### src/rtl/ex_muldiv_unit.sv
// Iterative MULT/MULTU/DIV/DIVU unit for the EX stage, owning the architectural HI/LO registers.
// Shift-add multiply and restoring divide take one iteration per operand bit, then a sign-fix cycle.
module ex_muldiv_unit #(
    parameter int WIDTH = 32
) (
    input  logic             Clk,
    input  logic             Rst_n,
    input  logic             EX_Start,
    input  logic [2:0]       EX_MDOp,
    input  logic [WIDTH-1:0] EX_OpA,
    input  logic [WIDTH-1:0] EX_OpB,
    input  logic             Flush,
    output logic             Stall,
    output logic             Done,
    output logic [WIDTH-1:0] HI,
    output logic [WIDTH-1:0] LO
);

    localparam int CW = $clog2(WIDTH);

    typedef enum logic [1:0] {S_IDLE, S_BUSY, S_FINISH} state_e;

    localparam logic [2:0] OP_MULT  = 3'b000;
    localparam logic [2:0] OP_MULTU = 3'b001;
    localparam logic [2:0] OP_DIV   = 3'b010;
    localparam logic [2:0] OP_DIVU  = 3'b011;
    localparam logic [2:0] OP_MTHI  = 3'b100;
    localparam logic [2:0] OP_MTLO  = 3'b101;

    state_e             state_q;
    logic [CW-1:0]      cnt_q;
    logic [2*WIDTH-1:0] acc_q, acc_d;
    logic [2*WIDTH-1:0] opa_q;
    logic [WIDTH-1:0]   opb_q;
    logic [WIDTH-1:0]   hi_q, lo_q;
    logic               is_div_q, neg_res_q, neg_rem_q, done_q;

    logic               op_signed, a_neg, b_neg;
    logic [WIDTH-1:0]   mag_a, mag_b;
    logic [WIDTH:0]     rem_shift;
    logic [WIDTH+1:0]   trial;
    logic [2*WIDTH-1:0] prod_fix;
    logic [WIDTH-1:0]   quo_fix, rem_fix;

    // NOTE: every signal driven here gets a value on every path, so no latch is inferred.
    always_comb begin
        op_signed = ~EX_MDOp[0];
        a_neg     = op_signed & EX_OpA[WIDTH-1];
        b_neg     = op_signed & EX_OpB[WIDTH-1];
        mag_a     = a_neg ? -EX_OpA : EX_OpA;
        mag_b     = b_neg ? -EX_OpB : EX_OpB;

        // Divide keeps {remainder, quotient} in acc; dividend bits stream in from opa_q MSB.
        rem_shift = {acc_q[2*WIDTH-1:WIDTH], opa_q[WIDTH-1]};
        trial     = {1'b0, rem_shift} - {2'b00, opb_q};

        if (is_div_q) begin
            acc_d = trial[WIDTH+1] ? {rem_shift[WIDTH-1:0], acc_q[WIDTH-2:0], 1'b0}
                                   : {trial[WIDTH-1:0],     acc_q[WIDTH-2:0], 1'b1};
        end else begin
            acc_d = acc_q + (opb_q[0] ? opa_q : '0);
        end

        prod_fix = neg_res_q ? -acc_q : acc_q;
        quo_fix  = neg_res_q ? -acc_q[WIDTH-1:0] : acc_q[WIDTH-1:0];
        rem_fix  = neg_rem_q ? -acc_q[2*WIDTH-1:WIDTH] : acc_q[2*WIDTH-1:WIDTH];
    end

    // NOTE: state registers use non-blocking assignments so all of them update together at the edge.
    always_ff @(posedge Clk or negedge Rst_n) begin
        if (!Rst_n) begin
            state_q   <= S_IDLE;
            cnt_q     <= '0;
            acc_q     <= '0;
            opa_q     <= '0;
            opb_q     <= '0;
            hi_q      <= '0;
            lo_q      <= '0;
            is_div_q  <= 1'b0;
            neg_res_q <= 1'b0;
            neg_rem_q <= 1'b0;
            done_q    <= 1'b0;
        end else begin
            done_q <= 1'b0;
            case (state_q)
                S_IDLE: begin
                    if (EX_Start && !Flush) begin
                        case (EX_MDOp)
                            OP_MULT, OP_MULTU, OP_DIV, OP_DIVU: begin
                                opa_q     <= {{WIDTH{1'b0}}, mag_a};
                                opb_q     <= mag_b;
                                acc_q     <= '0;
                                cnt_q     <= '0;
                                is_div_q  <= EX_MDOp[1];
                                neg_res_q <= a_neg ^ b_neg;
                                neg_rem_q <= a_neg;
                                state_q   <= S_BUSY;
                            end
                            OP_MTHI: hi_q <= EX_OpA;
                            OP_MTLO: lo_q <= EX_OpA;
                            default: ;
                        endcase
                    end
                end
                S_BUSY: begin
                    if (Flush) begin
                        state_q <= S_IDLE;
                    end else begin
                        acc_q <= acc_d;
                        opa_q <= opa_q << 1;
                        if (!is_div_q) opb_q <= opb_q >> 1;
                        cnt_q <= cnt_q + 1'b1;
                        if (cnt_q == CW'(WIDTH - 1)) state_q <= S_FINISH;
                    end
                end
                S_FINISH: begin
                    state_q <= S_IDLE;
                    if (!Flush) begin
                        if (is_div_q) begin
                            hi_q <= rem_fix;
                            lo_q <= quo_fix;
                        end else begin
                            hi_q <= prod_fix[2*WIDTH-1:WIDTH];
                            lo_q <= prod_fix[WIDTH-1:0];
                        end
                        done_q <= 1'b1;
                    end
                end
                default: state_q <= S_IDLE;
            endcase
        end
    end

    assign Stall = (state_q != S_IDLE);
    assign Done  = done_q;
    assign HI    = hi_q;
    assign LO    = lo_q;

endmodule

### config.mk
export PLATFORM = sky130hd
export DESIGN_NAME = ex_muldiv_unit
export DESIGN_NICKNAME = d
export VERILOG_FILES = /design/src/rtl/ex_muldiv_unit.sv
export SDC_FILE = /design/constraint.sdc
export NUM_CORES = 1
export LEC_CHECK = 0
export ABC_AREA = 0
export CORE_MARGIN = 3
export CORE_UTILIZATION = 56
export CTS_BUF_LIST = sky130_fd_sc_hd__clkbuf_4 sky130_fd_sc_hd__clkbuf_8
export DETAILED_ROUTE_END_ITERATION = 12
export PLACE_DENSITY = 0.91
export SYNTH_ARGS = -nofsm -noshare
export SYNTH_HDL_FRONTEND = slang
export SYNTH_SLANG_ARGS = --single-unit
### constraint.sdc
create_clock -name Clk -period 3.9 [get_ports Clk]
set_input_delay 1.17 -clock Clk [delete_from_list [all_inputs] [get_ports Clk]]
set_output_delay 1.17 -clock Clk [all_outputs]
set_load 0.02 [all_outputs]
==> flow_metrics.env <==
export IMPL_worstPathMaxFanout=12
export IMPL_worstSetupPathType="reg2reg"
export IMPL_num_nets_final=2878
export IMPL_relSlewSlack=0.3980
export IMPL_cts_clk_slew_worst_paths_ns=0.06
export IMPL_crit_path_end_kind="register"
export IMPL_timing_rr_start="opb_q[0]$_DFFE_PN0P_"
export IMPL_worst_slew_pin_slew_ns=0.9031
export IMPL_crit_slowest_cell="dfrtp_2"
export IMPL_gp_congestion=1.018
export IMPL_setup_viol=1
export IMPL_synthTopCellsByCount="nand2_1 (357), a21oi_1 (251), nor2_1 (251)"
export IMPL_async_reset_ff_frac=1.000
export IMPL_drtIter0Drc=2060
export IMPL_synth_compound_area_frac=0.2564
export IMPL_synth_nets=2705
export IMPL_rr_worst_depth=15
export IMPL_row_count=67
export IMPL_grt_pass1_vias=19500
export IMPL_synth_top_family_by_area="compound AO/OA/AOI/OAI gates"
export IMPL_antenna_left=0
export IMPL_clock_skew_ns=0.03643
export IMPL_grt_antenna_before_repair=3
export IMPL_crit_family="compound AO/OA/AOI/OAI gates"
export IMPL_start_util=0.5703
export IMPL_insertion_delay_ns=0.60
export IMPL_hold_start="opa_q[61]$_DFFE_PN0P_"
export IMPL_p_per_area_nw_per_um2=620.7
export IMPL_reg2reg_slack_ns=-0.007
export IMPL_hpwl_um=49210
export IMPL_drt_pass1_iter_count=8
export IMPL_synthXorXnorAreaFrac=0.08613
export IMPL_viasPerCell=6.378
export IMPL_synth_edf_count=0
export IMPL_drt_met1_wl_um=24580
export IMPL_die_width_um=191.3
export IMPL_htreeDepth=2
export IMPL_finalWirelength_um=65670
export IMPL_synth_flop_cell="dfrtp_1"
export IMPL_core_region_area_sq_um=33700
export IMPL_top_layer="met5"
export IMPL_finish_utilization=0.6807
export IMPL_grt_max_degree=118
export IMPL_critical_path_startpoint_type="register"
export IMPL_ir_drop_mv=1.029
export IMPL_drc=0
export IMPL_hold_buffers=0
export IMPL_cp_slowest_stage_delay_ns=0.46
export IMPL_yosys_warnings=0
export IMPL_violations="negative setup slack"
export IMPL_cts_buffers_inserted=44
export IMPL_yosysSeqAreaShare=0.3060
export IMPL_dieHeight_um=191.3
export IMPL_dieArea_sq_um=36580
export IMPL_drv_slew=0
export IMPL_gr_total_overflow=0
export IMPL_grt_setup_unrepaired="yes"
export IMPL_fin_crit_ns=3.907
export IMPL_tns_ns=-0.007435
export IMPL_path_cells="buf_12, and2_4, ha_4, nor2b_1, o31a_1, nor4b_4, o311a_1, o2111ai_4, and3_4, o31a_1, nand3_1, a221o_1, a221oi_2, xor2_1, o21ai_1"
export IMPL_wl_met2_um=30220
export IMPL_cpMostUsedCell="o31a_1"
export IMPL_yosysUniqueCellTypes=81
export IMPL_status="complete, but fails checks"
export IMPL_cp_required_ns=4.35
export IMPL_min_to="opa_q[62]$_DFFE_PN0P_"
export IMPL_cts_root_buf="clkbuf_8"
export IMPL_grt_pass1_wl_um=103300
export IMPL_whs_path_depth=2
export IMPL_yosysTopAreaCellShare=0.3060
export IMPL_yosys_area_share_simple=0.2348
export IMPL_synth_seq_cells=235
export IMPL_cts_sinks=235
export IMPL_pin_count=137
export IMPL_avgSynthCellArea_sq_um=7.596
export IMPL_synthAdderAreaFrac=0.06849
export IMPL_syn_to_final_growth_pct=19.36
export IMPL_maxCapViolations=0
export IMPL_p_leak_nw=10.59
export IMPL_cts_tree="done"
export IMPL_hold_viol_final=0
export IMPL_hold_path_class="reg2reg"
export IMPL_post_synth_top_area_cell="dfrtp_1"
export IMPL_max_clock_freq_mhz=255.9
export IMPL_ctsLongestPathBuffers=3
export IMPL_cp_buffers_inverters=1
export IMPL_reg2reg_to="acc_q[60]$_DFFE_PN0P_"
export IMPL_drive_above_1_share=0.1104
export IMPL_gr_usage_all_layers=0.3522
export IMPL_synthMuxAreaShare=0.005273
export IMPL_wl_met3_um=5718
export IMPL_syn_area_sq_um=19220
export IMPL_wl_per_cell_um=20.62
export IMPL_via_count=20310
export IMPL_synthCells=2530
export IMPL_synth_area_leaders="dfrtp_1 (31%), nand2_1 (7.0%), ha_1 (6.6%)"
export IMPL_finalCritPeriodShare=1.002
export IMPL_arrival_ns=4.36
export IMPL_total_power_mw=14.24
export IMPL_port_buffers=136
export IMPL_finalWorstSetupSlack_ns=-0.007435
export IMPL_synth_most_common_cell="nand2_1"
registers in the layout, summed over array words and instances (netlist names), 2 cells and up:
| name | cells |
|---|---|
| LO | 32 |
| opa_q | 64 |
| state_q | 2 |
| cnt_q | 5 |
| opb_q | 32 |
| acc_q | 64 |
| HI | 32 |
per-stage QoR:
step	instances	hold slack, ns	worst slack, ns	instance area [sq um]
floorplan	2530	0.4498	0.1067	19220
global placement	3098	0.4614	-0.2194	21750
detailed placement	3098	0.4693	-0.2710	21750
CTS	3176	0.4822	0.02859	22740
global route	3183	0.4902	-0.1068	22940
finish	3184	0.4709	-0.007435	22940
worst min-delay path, delay by kind of cell, from the launching register on:
family	cells	cell delay, ns
DFF	1	0.35
and+or+nand+nor	2	0.10
cells in the final DEF (no fill, tap or decap), drive strengths merged, types with 18 or more instances in the layout:
cell / Yosys / routed
or3: 30 / 30
nand3: 71 / 71
a21oi: 252 / 252
dfrtp: 235 / 235
o31ai: 62 / 62
clkbuf: 128 / 71
ha: 102 / 102
nor2b: 18 / 18
a21o: 70 / 70
nor3: 37 / 37
nand2b: 28 / 28
nand4: 25 / 25
o21ai: 259 / 259
inv: 57 / 59
xor2: 79 / 79
nor4: 21 / 21
and2: 73 / 73
buf: 31 / 150
a31oi: 18 / 18
clkdlybuf4s50: 0 / 135
nand2: 360 / 360
xnor2: 110 / 110
nor2: 252 / 252
worst max path at each step:
stage                         start                    end  slack [ns]  cells past startpoint
6_report       opb_q[0]$_DFFE_PN0P_  acc_q[60]$_DFFE_PN0P_      -0.007                     15
5_1_grt        opb_q[0]$_DFFE_PN0P_  acc_q[60]$_DFFE_PN0P_       -0.11                     15
4_1_cts        opb_q[0]$_DFFE_PN0P_  acc_q[60]$_DFFE_PN0P_        0.03                     15
3_5_place_dp              EX_OpA[3]  opa_q[27]$_DFFE_PN0P_       -0.27                     14
3_3_place_gp              EX_OpA[3]  opa_q[25]$_DFFE_PN0P_       -0.22                     14
2_1_floorplan  opb_q[0]$_DFFE_PN0P_  acc_q[50]$_DFFE_PN0P_        0.11                     18
cell families after synthesis:
family,after synthesis
and+or+nand+nor,968
AOI/OAI and AO/OA,808
DFF,235
buffers and inverters,216
xor gates and xnor gates,189
adders and majority gates,104
muxes,10
timing repair:
| action | 4_1_cts | 5_1_grt |
|---|---|---|
| setup buffers | 0 | 6 |
| cloned | 0 | 1 |
| pin swaps | 3 | 13 |
| endpoints found under the setup margin | 4 | 22 |
| resized for setup | 4 | 32 |
area by class of cell:
cell class                      instances  area, sq um
Multi-Input combinational cell       2079        12710
Fill cell                            2680        10760
Sequential cell                       235         5883
Timing Repair Buffer                  286         2597
Clock buffer                           70        894.6
Tap cell                              448        560.5
Inverter                               57        214.0
Clock inverter                          8        77.57
Antenna cell                            1        2.502
power by group:
part / switching, mW / internal, mW / leakage (nW)
sequential: 0.703 / 2.97 / 3.08
clock: 1.14 / 1.52 / 0.515
combinational: 4.74 / 3.16 / 7.00
layer usage:
metal / up-vias / global-route usage
li1: 9334 / -
met1: 9519 / 0.4296
met2: 1123 / 0.5710
met3: 330 / 0.06308
met4: 2 / 0.2329
met5: - / 0
Power figures use the tool's default switching activity.
